File: config.mk
export PLATFORM = sky130hd
export DESIGN_NAME = logic_exec_stage
export DESIGN_NICKNAME = d
export VERILOG_FILES = /design/src/rtl/logic_exec_stage.sv
export SDC_FILE = /design/constraint.sdc
export NUM_CORES = 1
export LEC_CHECK = 0
export CORE_UTILIZATION = 36
export DETAILED_ROUTE_END_ITERATION = 10
export DONT_BUFFER_PORTS = 1
export GPL_ROUTABILITY_DRIVEN = 0
export HOLD_SLACK_MARGIN = 0.12
export SYNTH_ARGS = -nofsm -noshare
export SYNTH_HDL_FRONTEND = slang
export SYNTH_SLANG_ARGS = --single-unit
export TNS_END_PERCENT = 10
File: constraint.sdc
create_clock -name clk -period 2.49 [get_ports clk]
set_input_delay 0.1245 -clock clk [delete_from_list [all_inputs] [get_ports clk]]
set_output_delay 0.1245 -clock clk [all_outputs]
set_load 0.02 [all_outputs]
File: src/rtl/logic_exec_stage.sv
// logic_exec_stage: two-stage execute pipeline for the RV64 logic ops
// (XOR / OR / AND / ANDN) with valid/ready handshakes on both sides.
// S1 holds the operands, S2 holds the computed result and drives the outputs.
// Optional build macro: LOGIC_EXEC_SKID_EN adds a one-entry input skid buffer
// so that in_ready comes straight from a flop.

module logic_exec_stage #(
   parameter int XLEN = 64,
   parameter int RD_W = 5
) (
   input  logic            clk,
   input  logic            reset,
   input  logic            in_valid,
   output logic            in_ready,
   input  logic [1:0]      op,
   input  logic [XLEN-1:0] a,
   input  logic [XLEN-1:0] b,
   input  logic [RD_W-1:0] rd,
   output logic            out_valid,
   input  logic            out_ready,
   output logic [XLEN-1:0] result,
   output logic [RD_W-1:0] out_rd
);

   localparam int NLANE = XLEN / 32;

   localparam logic [1:0] OP_XOR  = 2'b00;
   localparam logic [1:0] OP_OR   = 2'b01;
   localparam logic [1:0] OP_AND  = 2'b10;
   localparam logic [1:0] OP_ANDN = 2'b11;

   // One 32-bit lane; ANDN arrives here as AND with b already inverted.
   function automatic logic [31:0] lane_prim(input logic [1:0] sel,
                                             input logic [31:0] la,
                                             input logic [31:0] lb);
      logic [31:0] r;
      case (sel)
         OP_XOR:  r = la ^ lb;
         OP_OR:   r = la | lb;
         default: r = la & lb;
      endcase
      return r;
   endfunction

   logic            s1_valid;
   logic [1:0]      s1_op;
   logic [XLEN-1:0] s1_a;
   logic [XLEN-1:0] s1_b;
   logic [RD_W-1:0] s1_rd;
   logic            s2_valid;

   logic            s2_adv;
   logic            s1_adv;
   logic            s1_free;
   logic            accept;
   logic            load_s1;
   logic [1:0]      src_op;
   logic [XLEN-1:0] src_a;
   logic [XLEN-1:0] src_b;
   logic [RD_W-1:0] src_rd;

   assign s2_adv  = !s2_valid || out_ready;
   assign s1_adv  = s1_valid && s2_adv;
   assign s1_free = !s1_valid || s2_adv;
   assign accept  = in_valid && in_ready;

`ifdef LOGIC_EXEC_SKID_EN
   logic            sk_valid;
   logic [1:0]      sk_op;
   logic [XLEN-1:0] sk_a;
   logic [XLEN-1:0] sk_b;
   logic [RD_W-1:0] sk_rd;

   // in_ready is a flop output: the skid slot must be free to take a new op.
   assign in_ready = !sk_valid;
   assign load_s1  = s1_free && (sk_valid || accept);
   assign src_op   = sk_valid ? sk_op : op;
   assign src_a    = sk_valid ? sk_a  : a;
   assign src_b    = sk_valid ? sk_b  : b;
   assign src_rd   = sk_valid ? sk_rd : rd;

   // Skid slot: park an accepted op S1 cannot take; drain it into S1 first.
   always_ff @(posedge clk) begin
      if (reset) begin
         sk_valid <= 1'b0;
         sk_op    <= '0;
         sk_a     <= '0;
         sk_b     <= '0;
         sk_rd    <= '0;
      end else if (accept && !s1_free) begin
         sk_valid <= 1'b1;
         sk_op    <= op;
         sk_a     <= a;
         sk_b     <= b;
         sk_rd    <= rd;
      end else if (sk_valid && s1_free) begin
         sk_valid <= 1'b0;
      end
   end
`else
   assign in_ready = s1_free;
   assign load_s1  = accept;
   assign src_op   = op;
   assign src_a    = a;
   assign src_b    = b;
   assign src_rd   = rd;
`endif

   // S1: operand register, loaded from the input (or skid slot).
   always_ff @(posedge clk) begin
      if (reset) begin
         s1_valid <= 1'b0;
         s1_op    <= '0;
         s1_a     <= '0;
         s1_b     <= '0;
         s1_rd    <= '0;
      end else if (load_s1) begin
         s1_valid <= 1'b1;
         s1_op    <= src_op;
         s1_a     <= src_a;
         s1_b     <= src_b;
         s1_rd    <= src_rd;
      end else if (s1_adv) begin
         s1_valid <= 1'b0;
      end
   end

   logic [XLEN-1:0] b_eff;
   logic [XLEN-1:0] lane_res;

   assign b_eff = (s1_op == OP_ANDN) ? ~s1_b : s1_b;

   for (genvar g = 0; g < NLANE; g++) begin : g_lane
      assign lane_res[32*g +: 32] = lane_prim(s1_op, s1_a[32*g +: 32], b_eff[32*g +: 32]);
   end

   // S2: result register; holds its contents while stalled by writeback.
   always_ff @(posedge clk) begin
      if (reset) begin
         s2_valid <= 1'b0;
         result   <= '0;
         out_rd   <= '0;
      end else if (s2_adv) begin
         s2_valid <= s1_valid;
         if (s1_valid) begin
            result <= lane_res;
            out_rd <= s1_rd;
         end
      end
   end

   assign out_valid = s2_valid;

endmodule

# Word-level counts from Yosys, hierarchy flattened
# Cells that the tools add are included.
# word_totals
inputBits	139
elab_cells	31
output_inout_bits	71
n_memories	0
mem_bits_rw	0
mem_bits_ro	0
latch_bits	0
register_bits	206
# op_classes
mul	0
div_mod_pow	0
bitwise_logic	7
muxes	5
n_reduce_logical	9
order_cmp	0
n_eq_ne	2
n_addsub	0
n_shift	0
# op_table
op	count
case mux 32 bit (2 select lines)	2
bitwise AND 32 bit	2
2-to-1 mux 64 bit	1
inverter 64 bit	1
bitwise OR 32 bit	2
XOR 32 bit	2
== test 2 x 1 -> 1 bit, second input constant	1
== test 2 bit, second input constant	1
logical AND 1 bit	2
logical NOT 1 bit	2
logical NOT 2 bit	1
logical OR 1 bit	2
2-to-1 mux 1 bit	2
AND reduction 2 bit	1
nonzero test 2 bit	1

# Longest topological paths before layout
# logic_depth
ltp_word	5
depth_mapped	9

# Least setup slack after synthesis
# OpenSTA, ideal clock, no wires.
# synth_path
kind	register to register
startpoint	register s1_op[1]
endpoint	register result[43]
stages_incl_launch_ff	10
path_buffers	2
slack_ns	0.584
arrival_time_ns	1.775
setup_time_ns	0.130
path_cell_list	dfxtp_1 buf_2 nand2_2 buf_2 xnor2_1 inv_1 ha_1 or2_2 a21oi_1 o32ai_1
# synth_via
elab_chain_len	4
word_cells_on_any_way	8
classes_between	eq/ne (2); mux (2); bitwise (3); reduce/logical (1)
# synth_rtl
item	line_no	source
from (decl)	46	logic [1:0] s1_op;
from (signal assigned)	119	s1_op <= src_op;
== test 2 bit	131	assign b_eff = (s1_op == OP_ANDN) ? ~s1_b : s1_b;
2-to-1 mux 64 bit	131	
bitwise AND 32 bit (tied with other cells)	40	default: r = la & lb;
case mux 32 bit (2 select lines) (*)	37	case (sel)
to (signal assigned)	146	result <= lane_res;
to (decl)	21	output logic [XLEN-1:0] result,
# Mark *: on every way between the ends. The rest lies on a longest branch, timed or not.
# A chain may end at the register's enable or synchronous reset.

==> impl_metrics.csv <==
group,metric,value,unit
run_status,status,"finished with violations",
run_status,failed_checks,"negative setup slack",
sta,setup_slack,-0.0657,ns
floorplanning,die-area,0.0341,mm^2
sta,max-slew-margin-rel,0.549,
sta,finalMaxSlewViolations,0,
route,vias,10500,
logic_synthesis,synthArstFlopShare,0,
floorplanning,die_w,185,um
placed_design,dp_hpwl,19900,um
floorplanning,core-area,0.0327,mm^2
sta,timing.hold.ws,0.149,ns
grt,global_route.usage.met2,0.364,
route,first_iter_violations,491,
logic_synthesis,synth_ff_type,"dfxtp_1",
cells_and_area,drive_above_1_share,0.0947,
cells_and_area,synthToLayoutAreaGrowth,30.1,%
sta,setup_violations,22,
power_and_ir_drop,ir_drop,0.000486,V
sta,finalCritPeriodShare,1.03,
logic_synthesis,syn_inst,1356,
placed_design,numPortBuffers,0,
route,wl_per_cell,18.1,um
setup_path,cp.required,2.96,ns
setup_path,critPathArrivalTime,3.03,ns
cells_and_area,nets,1782,
route,antenna_left,0,
logic_synthesis,ys.warnings.count,0,
sta,fmax,391,MHz
grt,busiest_layer,"met2",
cts,worstSkewPairLatency,0.53,ns
sta,rsz0062_at_grt,"no",
setup_path,critPathKind,"input pin to register",
logic_synthesis,yosysMostFrequentCell,"nand2_1",
logic_synthesis,synth_nets,1623,
setup_path,endpoint_kind,"register",
grt,antenna_found_initial,4,
cts,cts.clk_slew.worst_paths,0.06,ns
grt,grt_usage,0.208,
placed_design,dp_cells,1693,
logic_synthesis,synth_top_area_frac,0.343,
logic_synthesis,ys_seq_elements,206,
power_and_ir_drop,leakagePower,6.12,nW
logic_synthesis,synth_edf_count,0,
floorplanning,die_y,185,um
logic_synthesis,syn_area_per_cell,8.86,um^2
setup_path,reg2reg_slack,0.12,ns
cts,cts_sinks,206,
sta,tns,-0.675,ns
min_path,hold_class,"input pin to register",
logic_synthesis,synth_common_cells,"nand2_1 (261), dfxtp_1 (206), inv_1 (138)",
min_path,hp-start,"in_valid",
cts,cts-htree-levels,1,
sta,finalCriticalPeriod,2.56,ns
floorplanning,start_util,0.368,
cells_and_area,layout.cells.non_filler,1976,
route,drt-pass1-iter-count,4,
logic_synthesis,synth.distinct_cells,29,
setup_path,r2r_start,"s1_op[0]",
sta,fin_worst_skew,0.00855,ns
route,wl,35800,um
floorplanning,top_level_ports,210,
setup_path,r2r-end,"result[18]",
setup_path,crit_path_start_kind,"input pin",
grt,grt_pass1_wl,56800,um
floorplanning,rows,66,
grt,grt_pass1_vias,10600,
run,maxCapViolCount,0,
cts,cts_made_buffers,25,
logic_synthesis,synth_top_cells_by_area,"dfxtp_1 (34%), ha_1 (13%), nand2_1 (8.2%)",
sta,worst_pin_slew,0.676,ns
power_and_ir_drop,power_density,589,mW/mm^2
route,drc_errors,0,
grt,grt_overflow_total,0,
cts,cts_tree,"yes",
min_path,min_path_cells,3,
cts,clk_path_buf_depth,3,
setup_path,reg2reg_depth,8,
cts,cts_root_buffer,"clkbuf_16",
min_path,holdPathEnd,"s1_a[49]",
logic_synthesis,synth_top_area_cell,"dfxtp_1",
grt,use_met3,0.0470,
grt,grt_max_degree,130,
logic_synthesis,yosysSeqAreaShare,0.343,
sta,final_hold_viol_count,0,
route,via_per_inst,5.30,
setup_path,cp_max_fo,85,
grt,grt_use_met1,0.246,
power_and_ir_drop,total_power,9.22,mW
logic_synthesis,syn_area,0.0120,mm^2
critical path, stage by stage:
cell	delay, ns
dlygate4sd3_1	0.63
buf_16	0.24
inv_6	0.51
buf_4	0.40
o2111ai_1	0.23
o31ai_2	0.09
dlygate4sd3_1	0.56
worst max-delay path by stage:
| stage | from | end | slack [ns] | depth (start not counted) |
|---|---|---|---|---|
| floorplan | s1_op[1] | result[43] | 0.58 | 9 |
| detailed placement | s1_op[0] | result[44] | 0.54 | 8 |
| global placement | s1_op[0] | result[36] | 0.57 | 8 |
| CTS | s1_op[0] | result[60] | 0.04 | 8 |
| finish | reset | s1_a[4] | -0.07 | 7 |
| global route | reset | s1_a[4] | 0.002 | 7 |
cell type report:
| cell class | instances | area [um^2] |
|---|---|---|
| Fill cell | 3028 | 17100 |
| Multi-Input combinational cell | 877 | 6810 |
| Sequential cell | 206 | 4140 |
| Timing Repair Buffer | 264 | 2750 |
| Clock buffer | 39 | 758 |
| Tap cell | 442 | 553 |
| Inverter | 141 | 534 |
| Clock inverter | 4 | 95.1 |
| Antenna cell | 3 | 7.51 |
state kept, by name, summed over array words and instances (netlist names):
name / flops
s1_op: 2
s1_a: 64
out_valid: 1
result: 64
s1_b: 64
s1_valid: 1
s1_rd: 5
out_rd: 5
layer usage:
metal / wire, um / share of wire
met1: 15400 / 0.43
met2: 17000 / 0.48
met3: 2340 / 0.065
met4: 1000 / 0.028
met5: 17 / 0.00047
per-stage QoR:
step | instance area, um^2 | utilization | setup slack [ns]
after floorplan | 12000 | - | 0.584
after global placement | 12300 | 0.377 | 0.571
after detailed placement | 12300 | 0.377 | 0.544
after CTS | 15500 | 0.476 | 0.0350
after global routing | 15600 | 0.478 | 0.00217
final | 15600 | 0.478 | -0.0657
power by group:
part | leakage (nW) | total, mW | internal (mW) | switching (mW)
logic | 4.01 | 1.59 | 0.758 | 0.833
clock network | 0.419 | 3.84 | 2.38 | 1.46
registers | 1.70 | 3.78 | 3.52 | 0.266
what timing repair did:
| action | 4_1_cts | 5_1_grt |
|---|---|---|
| hold endpoints to repair | 206 | 1 |
| hold buffers | 234 | 1 |
| resized for setup | 0 | 9 |
| setup buffers | 0 | 3 |
| endpoints found under the setup margin | 0 | 39 |
cells by family after synthesis:
| kind of cell | synth area share |
|---|---|
| multiplexers | 0.0591 |
| buffers and inverters | 0.0969 |
| XOR/XNOR | 0.0466 |
| AND/OR/NAND/NOR | 0.0912 |
| AO/OA/AOI/OAI | 0.230 |
| adder cells (fa/ha/maj) | 0.133 |
| flip-flops | 0.343 |
layout by cell type, fill, tap and decap left out, types with 2 or more instances in the layout:
cell type,count
nand2_1,261
dlygate4sd3_1,232
dfxtp_1,203
inv_1,138
ha_1,128
o2111ai_1,74
a21oi_1,71
mux2i_1,71
xnor2_1,58
a311oi_1,54
o211ai_1,54
o31ai_2,47
clkbuf_16,25
buf_4,17
o31ai_1,14
buf_12,11
or2_2,10
o32ai_1,10
clkbuf_8,8
xnor2_2,6
clkbuf_1,6
nand3_1,5
o21ai_0,5
diode_2,3
o31ai_4,3
bufinv_16,3
dfxtp_4,3
inv_2,2
buf_16,2
buf_6,2
No activity file was read; power rests on OpenSTA's default activity.
